==> src/rtl/mmcm_drp_reconfig_pkg.sv <==
// Shared types for the MMCME2 DRP reconfiguration master.
// Contents: FSM state encoding, DRP bus widths, well-known MMCME2 register addresses.
package mmcm_drp_pkg;

   localparam int DRP_ADDR_W = 7;
   localparam int DRP_DATA_W = 16;

   // MMCME2_ADV register map (subset used by typical divider/phase tables)
   localparam logic [DRP_ADDR_W-1:0] MMCM_CLKOUT0_REG1  = 7'h08;
   localparam logic [DRP_ADDR_W-1:0] MMCM_CLKOUT0_REG2  = 7'h09;
   localparam logic [DRP_ADDR_W-1:0] MMCM_CLKOUT1_REG1  = 7'h0A;
   localparam logic [DRP_ADDR_W-1:0] MMCM_CLKOUT1_REG2  = 7'h0B;
   localparam logic [DRP_ADDR_W-1:0] MMCM_CLKFBOUT_REG1 = 7'h14;
   localparam logic [DRP_ADDR_W-1:0] MMCM_CLKFBOUT_REG2 = 7'h15;
   localparam logic [DRP_ADDR_W-1:0] MMCM_POWER_REG     = 7'h28;

   typedef enum logic [3:0] {
      ST_IDLE,
      ST_ASSERT_RST,
      ST_RD,
      ST_RD_WAIT,
      ST_WR,
      ST_WR_WAIT,
      ST_VFY,
      ST_VFY_WAIT,
      ST_NEXT,
      ST_RELEASE,
      ST_LOCK_WAIT,
      ST_DONE
   } state_t;

   // A set mask bit keeps the current register bit; a clear bit takes the new data bit.
   function automatic logic [DRP_DATA_W-1:0] drp_merge(
      input logic [DRP_DATA_W-1:0] rd,
      input logic [DRP_DATA_W-1:0] mask,
      input logic [DRP_DATA_W-1:0] data
   );
      return (rd & mask) | (data & ~mask);
   endfunction

endpackage

==> src/rtl/mmcm_drp_reconfig_if.sv <==
// DRP port bundle between the reconfiguration master and the MMCME2_ADV primitive.
interface mmcm_drp_reconfig_if;
   import mmcm_drp_pkg::*;

   logic [DRP_ADDR_W-1:0] drp_daddr;
   logic                  drp_den;
   logic                  drp_dwe;
   logic [DRP_DATA_W-1:0] drp_di;
   logic [DRP_DATA_W-1:0] drp_do;
   logic                  drp_drdy;

   modport master (
      output drp_daddr, drp_den, drp_dwe, drp_di,
      input  drp_do, drp_drdy
   );

   modport slave (
      input  drp_daddr, drp_den, drp_dwe, drp_di,
      output drp_do, drp_drdy
   );

endinterface

==> src/rtl/mmcm_drp_watchdog.sv <==
// Clear/enable counter flagging its terminal count; used for DRDY and LOCKED timeouts.
module mmcm_drp_watchdog #(
   parameter int count_p = 255
) (
   input  logic clk_i,
   input  logic reset_i,
   input  logic i_clear,
   input  logic i_enable,
   output logic o_expired
);

   localparam int               CNT_W = $clog2(count_p + 1);
   localparam logic [CNT_W-1:0] TERM  = CNT_W'(count_p - 1);

   logic [CNT_W-1:0] r_count;

   // NOTE: sequential state uses <= so every flop samples pre-edge values.
   always_ff @(posedge clk_i) begin
      if (reset_i || i_clear) begin
         r_count <= '0;
      end else if (i_enable) begin
         r_count <= r_count + CNT_W'(1);
      end
   end

   assign o_expired = i_enable && (r_count == TERM);

endmodule

==> src/rtl/mmcm_drp_reconfig.sv <==
// DRP master: holds the MMCM in reset, read-modify-writes a table of registers, then waits for LOCKED.
// Define MMCM_DRP_READBACK_EN to re-read and verify every written register.
module mmcm_drp_reconfig
   import mmcm_drp_pkg::*;
#(
   parameter int   entries_p      = 8,
   parameter int   lock_timeout_p = 65535,
   parameter int   drdy_timeout_p = 255,
   localparam int  IDX_W          = (entries_p > 1) ? $clog2(entries_p) : 1
) (
   input  logic                  clk_i,
   input  logic                  reset_i,
   input  logic                  start_i,
   output logic                  ready_o,
   output logic [IDX_W-1:0]      cfg_idx_o,
   input  logic [DRP_ADDR_W-1:0] cfg_addr_i,
   input  logic [DRP_DATA_W-1:0] cfg_mask_i,
   input  logic [DRP_DATA_W-1:0] cfg_data_i,
   mmcm_drp_reconfig_if.master   drp,
   output logic                  mmcm_reset_o,
   input  logic                  mmcm_locked_i,
   output logic                  done_o,
   output logic                  error_o
);

   localparam logic [IDX_W-1:0] LAST_IDX = IDX_W'(entries_p - 1);

   state_t                r_state, w_state_nxt;
   logic                  r_ready, w_ready_nxt;
   logic [IDX_W-1:0]      r_idx, w_idx_nxt;
   logic [DRP_ADDR_W-1:0] r_daddr, w_daddr_nxt;
   logic                  r_den, w_den_nxt;
   logic                  r_dwe, w_dwe_nxt;
   logic [DRP_DATA_W-1:0] r_di, w_di_nxt;
   logic [DRP_DATA_W-1:0] r_rd, w_rd_nxt;
   logic                  r_mmcm_rst, w_mmcm_rst_nxt;
   logic                  r_done, w_done_nxt;
   logic                  r_error, w_error_nxt;

   logic w_drdy_wait, w_drdy_expired;
   logic w_lock_wait, w_lock_expired;

   assign w_drdy_wait = (r_state == ST_RD_WAIT) || (r_state == ST_WR_WAIT) ||
                        (r_state == ST_VFY_WAIT);
   assign w_lock_wait = (r_state == ST_LOCK_WAIT);

   // Counters sit at zero outside their wait state, so each wait starts from 0.
   mmcm_drp_watchdog #(.count_p(drdy_timeout_p)) u_drdy_wdog (
      .clk_i     (clk_i),
      .reset_i   (reset_i),
      .i_clear   (!w_drdy_wait),
      .i_enable  (w_drdy_wait),
      .o_expired (w_drdy_expired)
   );

   mmcm_drp_watchdog #(.count_p(lock_timeout_p)) u_lock_wdog (
      .clk_i     (clk_i),
      .reset_i   (reset_i),
      .i_clear   (!w_lock_wait),
      .i_enable  (w_lock_wait),
      .o_expired (w_lock_expired)
   );

   always_ff @(posedge clk_i) begin
      if (reset_i) begin
         r_state <= ST_IDLE;
      end else begin
         r_state <= w_state_nxt;
      end
   end

   always_comb begin
      // NOTE: every output of this block gets a default first, so no path can infer a latch.
      w_state_nxt    = r_state;
      w_idx_nxt      = r_idx;
      w_daddr_nxt    = r_daddr;
      w_den_nxt      = 1'b0;
      w_dwe_nxt      = 1'b0;
      w_di_nxt       = r_di;
      w_rd_nxt       = r_rd;
      w_mmcm_rst_nxt = r_mmcm_rst;
      w_error_nxt    = r_error;

      case (r_state)
         ST_IDLE: begin
            if (start_i) begin
               w_error_nxt = 1'b0;
               w_idx_nxt   = '0;
               w_state_nxt = ST_ASSERT_RST;
            end
         end
         ST_ASSERT_RST: begin
            w_mmcm_rst_nxt = 1'b1;
            w_state_nxt    = ST_RD;
         end
         ST_RD: begin
            w_den_nxt   = 1'b1;
            w_daddr_nxt = cfg_addr_i;
            w_state_nxt = ST_RD_WAIT;
         end
         ST_RD_WAIT: begin
            if (drp.drp_drdy) begin
               w_rd_nxt    = drp.drp_do;
               w_state_nxt = ST_WR;
            end else if (w_drdy_expired) begin
               w_error_nxt = 1'b1;
               w_state_nxt = ST_RELEASE;
            end
         end
         ST_WR: begin
            w_den_nxt   = 1'b1;
            w_dwe_nxt   = 1'b1;
            w_di_nxt    = drp_merge(r_rd, cfg_mask_i, cfg_data_i);
            w_state_nxt = ST_WR_WAIT;
         end
         ST_WR_WAIT: begin
            if (drp.drp_drdy) begin
`ifdef MMCM_DRP_READBACK_EN
               w_state_nxt = ST_VFY;
`else
               w_state_nxt = ST_NEXT;
`endif
            end else if (w_drdy_expired) begin
               w_error_nxt = 1'b1;
               w_state_nxt = ST_RELEASE;
            end
         end
`ifdef MMCM_DRP_READBACK_EN
         ST_VFY: begin
            w_den_nxt   = 1'b1;
            w_state_nxt = ST_VFY_WAIT;
         end
         ST_VFY_WAIT: begin
            if (drp.drp_drdy) begin
               if (drp.drp_do != r_di) begin
                  w_error_nxt = 1'b1;
               end
               w_state_nxt = ST_NEXT;
            end else if (w_drdy_expired) begin
               w_error_nxt = 1'b1;
               w_state_nxt = ST_RELEASE;
            end
         end
`endif
         ST_NEXT: begin
            if (r_idx == LAST_IDX) begin
               w_state_nxt = ST_RELEASE;
            end else begin
               w_idx_nxt   = r_idx + IDX_W'(1);
               w_state_nxt = ST_RD;
            end
         end
         ST_RELEASE: begin
            w_mmcm_rst_nxt = 1'b0;
            w_state_nxt    = ST_LOCK_WAIT;
         end
         ST_LOCK_WAIT: begin
            if (mmcm_locked_i) begin
               w_state_nxt = ST_DONE;
            end else if (w_lock_expired) begin
               w_error_nxt = 1'b1;
               w_state_nxt = ST_DONE;
            end
         end
         ST_DONE: begin
            w_state_nxt = ST_IDLE;
         end
         default: begin
            w_state_nxt = ST_IDLE;
         end
      endcase

      // Status flags follow the state being entered so they line up with it exactly.
      w_ready_nxt = (w_state_nxt == ST_IDLE);
      w_done_nxt  = (w_state_nxt == ST_DONE);
   end

   always_ff @(posedge clk_i) begin
      if (reset_i) begin
         r_ready    <= 1'b1;
         r_idx      <= '0;
         r_daddr    <= '0;
         r_den      <= 1'b0;
         r_dwe      <= 1'b0;
         r_di       <= '0;
         r_rd       <= '0;
         r_mmcm_rst <= 1'b0;
         r_done     <= 1'b0;
         r_error    <= 1'b0;
      end else begin
         r_ready    <= w_ready_nxt;
         r_idx      <= w_idx_nxt;
         r_daddr    <= w_daddr_nxt;
         r_den      <= w_den_nxt;
         r_dwe      <= w_dwe_nxt;
         r_di       <= w_di_nxt;
         r_rd       <= w_rd_nxt;
         r_mmcm_rst <= w_mmcm_rst_nxt;
         r_done     <= w_done_nxt;
         r_error    <= w_error_nxt;
      end
   end

   assign ready_o       = r_ready;
   assign cfg_idx_o     = r_idx;
   assign drp.drp_daddr = r_daddr;
   assign drp.drp_den   = r_den;
   assign drp.drp_dwe   = r_dwe;
   assign drp.drp_di    = r_di;
   assign mmcm_reset_o  = r_mmcm_rst;
   assign done_o        = r_done;
   assign error_o       = r_error;

endmodule

==> src/flat_wrapper.sv <==
// flat-port wrapper written by rule: the top's interface ports become plain ports
module mmcm_drp_reconfig_flat import mmcm_drp_pkg::*;
#(
   parameter int   entries_p      = 8,
   parameter int   lock_timeout_p = 65535,
   parameter int   drdy_timeout_p = 255,
   localparam int  IDX_W          = (entries_p > 1) ? $clog2(entries_p) : 1
)
  (clk_i, reset_i, start_i, ready_o, cfg_idx_o, cfg_addr_i, cfg_mask_i, cfg_data_i, mmcm_reset_o, mmcm_locked_i, done_o, error_o, drp_drp_daddr, drp_drp_den, drp_drp_dwe, drp_drp_di, drp_drp_do, drp_drp_drdy);
  mmcm_drp_reconfig_if drp_i ();
  input  logic clk_i;
  input  logic reset_i;
  input  logic start_i;
  output logic ready_o;
  output logic [IDX_W-1:0] cfg_idx_o;
  input  logic [DRP_ADDR_W-1:0] cfg_addr_i;
  input  logic [DRP_DATA_W-1:0] cfg_mask_i;
  input  logic [DRP_DATA_W-1:0] cfg_data_i;
  output logic mmcm_reset_o;
  input  logic mmcm_locked_i;
  output logic done_o;
  output logic error_o;
  output wire logic [$bits(drp_i.drp_daddr)-1:0] drp_drp_daddr;
  output wire logic [$bits(drp_i.drp_den)-1:0] drp_drp_den;
  output wire logic [$bits(drp_i.drp_dwe)-1:0] drp_drp_dwe;
  output wire logic [$bits(drp_i.drp_di)-1:0] drp_drp_di;
  input wire logic [$bits(drp_i.drp_do)-1:0] drp_drp_do;
  input wire logic [$bits(drp_i.drp_drdy)-1:0] drp_drp_drdy;
  assign drp_drp_daddr = drp_i.drp_daddr;
  assign drp_drp_den = drp_i.drp_den;
  assign drp_drp_dwe = drp_i.drp_dwe;
  assign drp_drp_di = drp_i.drp_di;
  assign drp_i.drp_do = drp_drp_do;
  assign drp_i.drp_drdy = drp_drp_drdy;
  mmcm_drp_reconfig #(.entries_p(entries_p), .lock_timeout_p(lock_timeout_p), .drdy_timeout_p(drdy_timeout_p)) u_core (.clk_i(clk_i), .reset_i(reset_i), .start_i(start_i), .ready_o(ready_o), .cfg_idx_o(cfg_idx_o), .cfg_addr_i(cfg_addr_i), .cfg_mask_i(cfg_mask_i), .cfg_data_i(cfg_data_i), .drp(drp_i), .mmcm_reset_o(mmcm_reset_o), .mmcm_locked_i(mmcm_locked_i), .done_o(done_o), .error_o(error_o));
endmodule
==> config.mk <==
export PLATFORM = sky130hd
export DESIGN_NAME = mmcm_drp_reconfig_flat
export DESIGN_NICKNAME = d
export VERILOG_FILES = /design/src/rtl/mmcm_drp_reconfig_pkg.sv /design/src/rtl/mmcm_drp_reconfig_if.sv /design/src/rtl/mmcm_drp_watchdog.sv /design/src/rtl/mmcm_drp_reconfig.sv /design/src/flat_wrapper.sv
export SDC_FILE = /design/constraint.sdc
export NUM_CORES = 1
export LEC_CHECK = 0
export CORE_UTILIZATION = 30
export CTS_CLUSTER_SIZE = 28
export DETAILED_ROUTE_END_ITERATION = 7
export PLACE_DENSITY = 0.52
export RECOVER_POWER = 25
export SLEW_MARGIN = 5
export SYNTH_ARGS = -nofsm -noshare
export SYNTH_HDL_FRONTEND = slang
export SYNTH_SLANG_ARGS = --single-unit
==> constraint.sdc <==
create_clock -name clk_i -period 4.6 [get_ports clk_i]
set_input_delay 1.15 -clock clk_i [delete_from_list [all_inputs] [get_ports clk_i]]
set_output_delay 1.15 -clock clk_i [all_outputs]
set_load 0.02 [all_outputs]
==> summary.txt <==
Synth
  • Share of the synthesized area in the top cell type: between 40% and 50%
  • Synth cell types: 38
  • Top cell type by total area after synthesis: dfxtp_1
  • Most common library cells after synthesis: dfxtp_1 (76), nor2_1 (62), nand2_1 (55)
  • Synthesis warning total: 0
  • Largest family of logic cells by synthesized area: simple AND/OR/NAND/NOR gates
  • Synth Area in XOR/XNOR: 5.183%
  • Count leader, synth: dfxtp_1
  • Post-Synth Simple-Gate Area: 23.81%
  • Mux cell area share after synthesis: 5.339%
  • Async SR Flop Fraction: 0%
  • Post-synth EDFFs: 0
  • Mapped Cells: 376
  • Syn_nets: 442
  • Post-synthesis compound-gate area fraction: roughly 12%
  • Synth area leaders: dfxtp_1 (47%), nor2_1 (7.2%), nand2_1 (6.4%), mux2i_1 (5.0%), a21oi_1 (4.5%)
  • Sequential share of the synthesized area: 47.39%
  • Flops & latches, synth: 76
  • Synth Area in Adders: 2.338%
  • Synthesized area per cell: 8.539 um^2
  • Post-synth top flop: dfxtp_1
  • Post-synthesis cell area: 3211 um^2

Floorplanning
  • Io pins: 92
  • Placeable Area: 10370 um^2
  • Standard-cell rows: 37
  • Die H: 105.5 um
  • Die X: 105.5 um
  • Die area: between 10000 and 15000 um^2
  • Initial Utilization: about 31%

Worst setup path
  • Crit-path leading delay family: buffers and inverters
  • Crit-path cells: clkbuf_1 > or2_2 > nor2_1
  • Critical path launch point type: input port
  • Slowest library cell on the worst path: clkbuf_1
  • Setup slack, reg-to-reg: 2.30 ns
  • CP Max Fanout: 49
  • Crit path required time: ~4.8 ns
  • R2r startpoint: u_core.r_state[1]
  • Capture point of the worst reg-to-reg path: u_core.ready_o
  • Crit path DAT: 3.45 ns
  • Worst Setup End Kind: flip-flop
  • Reg2Reg Depth: 5
  • Worst setup startpoint: reset_i
  • Buf/Inv on CP: 1
  • CP max stage delay: ~1.7 ns
  • Crit path kind: input port to flip-flop

STA
  • Worst Max-Slew Pin Slew: 2.380 ns
  • Final Cycle Share: 70.21%
  • Fin Setup TNS: 0 ns
  • Max-slew headroom: -58.64%
  • Max-slew violation count: 50
  • Fmax: a little over 300 MHz
  • Clk_skew: 0.01291 ns
  • Final hold violations: 0
  • Setup violators final: 0
  • Post-layout min period: ~3.2 ns
  • Final setup margin: 1.370 ns
  • RSZ-0062 raised after global routing: no

Global route
  • Total GRT Usage: 14.93%
  • Largest net degree at the start of global routing: 50
  • Gr ovfl total: 0
  • First-pass GRT wire length: 13030 um
  • Vias in the first global route: approximately 2600
  • Initial antenna violation count: 0

Pwr
  • NetSw: 0.0003471 W
  • Clock power share: about two fifths
  • Internal Pwr Total: 0.001103 W
  • Cell Pwr Density: 326.2 nW/um^2
  • Switching part of the total: 23.94%
  • Logic pwr share: 11.8%
  • VDD IR-drop max: 0.0001346 V
  • Seq pwr share: 48.1%
  • Pleak: between 1.5 and 2 nW

Placement
  • RD Place Congestion: about 0.73
  • HPWL after DPL: between 5000 and 6000 um
  • Post-DP Area: 4215 um^2
  • Number of buffers added on ports: 91
  • Post-Place Setup Slack: 1.675 ns

Detailed routing
  • Average routed wire per standard cell: 13.29 um
  • DRC viols: 0
  • First DRT Iteration DRCs: 77
  • Final wirelength: around 8000 um
  • First drt pass iteration count: 4
  • Post-DRT Antenna Nets: 0
  • Total number of vias: 2806
  • Vias/cell: 4.684

Worst hold path
  • Hold endpoint: u_core.drp.drp_daddr[5]
  • WHS Path Cells: 2
  • Min-delay src: u_core.drp.drp_daddr[5]
  • Hold crit path type: flip-flop to flip-flop

Run status
  • Status: finished with violations
  • Failing checks: max-capacitance violations, max-slew violations

Clock network
  • TritonCTS clock tree: built
  • H-tree levels: 3
  • Post-CTS setup buffers: 0
  • Clock slew seen by the registers of the worst setup and hold paths: 0.07 ns
  • Hold-fix buffers, CTS: 0
  • Post-CTS sizing: 0
  • Clock Latency Late Sink: 0.35 ns
  • Total CTS buffers: 9
  • CTS Sinks: 76
  • Clk Tree Root Cell: clkbuf_8
  • Max clock buf depth: 2

Cells and area
  • Design area: 4444 um^2
  • Nets@finish: between 500 and 600
  • Ant diodes: 0
  • Area Overhead vs Synth: 38.43%
  • Share of layout cells above drive strength 1: 4.752%
  • Filler cell count: approximately 1100
  • Sequential Area: 1521 um^2
  • Multi-input logic area: 1587 um^2

Run
  • Max-cap violations: 1
## state kept, by name, summed over array words and instances (netlist names)
signal                      cells
u_core.r_state                  4
u_core.drp.drp_daddr            7
u_core.r_rd                    16
u_core.drp.drp_di              16
u_core.cfg_idx_o                3
u_core.drp.drp_den              1
u_core.u_lock_wdog.r_count     16
u_core.ready_o                  1
u_core.mmcm_reset_o             1
u_core.drp.drp_dwe              1
u_core.error_o                  1
u_core.done_o                   1
u_core.u_drdy_wdog.r_count      8
## logic make-up (layout without fill, tap and decap cells)
logic type                 after synthesis  in the layout
buffers and inverters                   28            115
DFF                                     76             76
and+or+nand+nor                        167            167
muxes                                   17             17
adders and majority gates                6              6
xor gates and xnor gates                19             19
AOI/OAI and AO/OA                       63             63
## placed cells by master (no fill, tap or decap), types with 3 or more instances in the layout
| cell | instances |
|---|---|
| nor2_1 | 62 |
| ha_1 | 6 |
| a211oi_1 | 19 |
| nand2b_1 | 3 |
| xor2_1 | 11 |
| dfxtp_1 | 76 |
| nor3_1 | 7 |
| xnor2_1 | 8 |
| nand3_1 | 8 |
| nor2b_1 | 4 |
| mux2i_1 | 16 |
| a22oi_1 | 3 |
| nand4_1 | 10 |
| a21oi_1 | 29 |
| clkdlybuf4s50_1 | 90 |
| clkbuf_8 | 11 |
| or3_1 | 3 |
| nor4_1 | 3 |
| nand2_1 | 55 |
| inv_1 | 8 |
| o21ai_0 | 4 |
## worst min-delay path, stage by stage (launching register included)
cell and delay, ns:
dfxtp_1 0.31, nand2_1 0.05, a21oi_1 0.05
## through the flow
| step | power (W) | hold WS [ns] | utilization [%] | instances |
|---|---|---|---|---|
| 2_1_floorplan | 0.0007906 | 0.4360 | - | 376 |
| 3_3_place_gp | 0.0008829 | 0.4427 | 40.65 | 584 |
| 3_5_place_dp | 0.0008838 | 0.4501 | 40.65 | 584 |
| 4_1_cts | 0.001469 | 0.4616 | 42.81 | 599 |
| 5_1_grt | 0.001514 | 0.4766 | 42.86 | 599 |
| 6_report | 0.001450 | 0.4581 | 42.86 | 599 |
## layer usage
metal,vias to the layer above,share of wire (%),GRT usage (%)
met3,14,4.4,3.525
li1,1466,-,-
met2,52,44,22.79
met5,-,0,0
met4,0,2.0,6.539
met1,1274,49,19.99
## power by group through the flow
stage	clock network, W	registers (W)	logic [W]
floorplan	0	0.000713	0.0000778
global placement	0	0.000711	0.000172
detailed placement	0	0.000712	0.000172
CTS	0.000600	0.000697	0.000173
global route	0.000628	0.000700	0.000186
finish	0.000582	0.000697	0.000172
## area by class of cell
| cell class | count | area share, % |
|---|---|---|
| clock inverters | 4 | 1.633 |
| inverters | 8 | 0.6757 |
| repair buffers | 92 | 20.52 |
| multi-input cells | 272 | 35.70 |
| clock buffers | 11 | 3.407 |
| flip-flops and latches | 76 | 34.23 |
| well taps | 136 | 3.829 |
## worst max path at each step
stage | endpoint | cells after the start
2_1_floorplan | u_core.r_rd[12] | 5
3_3_place_gp | u_core.ready_o | 4
3_5_place_dp | u_core.ready_o | 4
4_1_cts | u_core.ready_o | 4
5_1_grt | u_core.u_lock_wdog.r_count[0] | 3
6_report | u_core.u_lock_wdog.r_count[2] | 3
(Power assumes the default switching activity.)
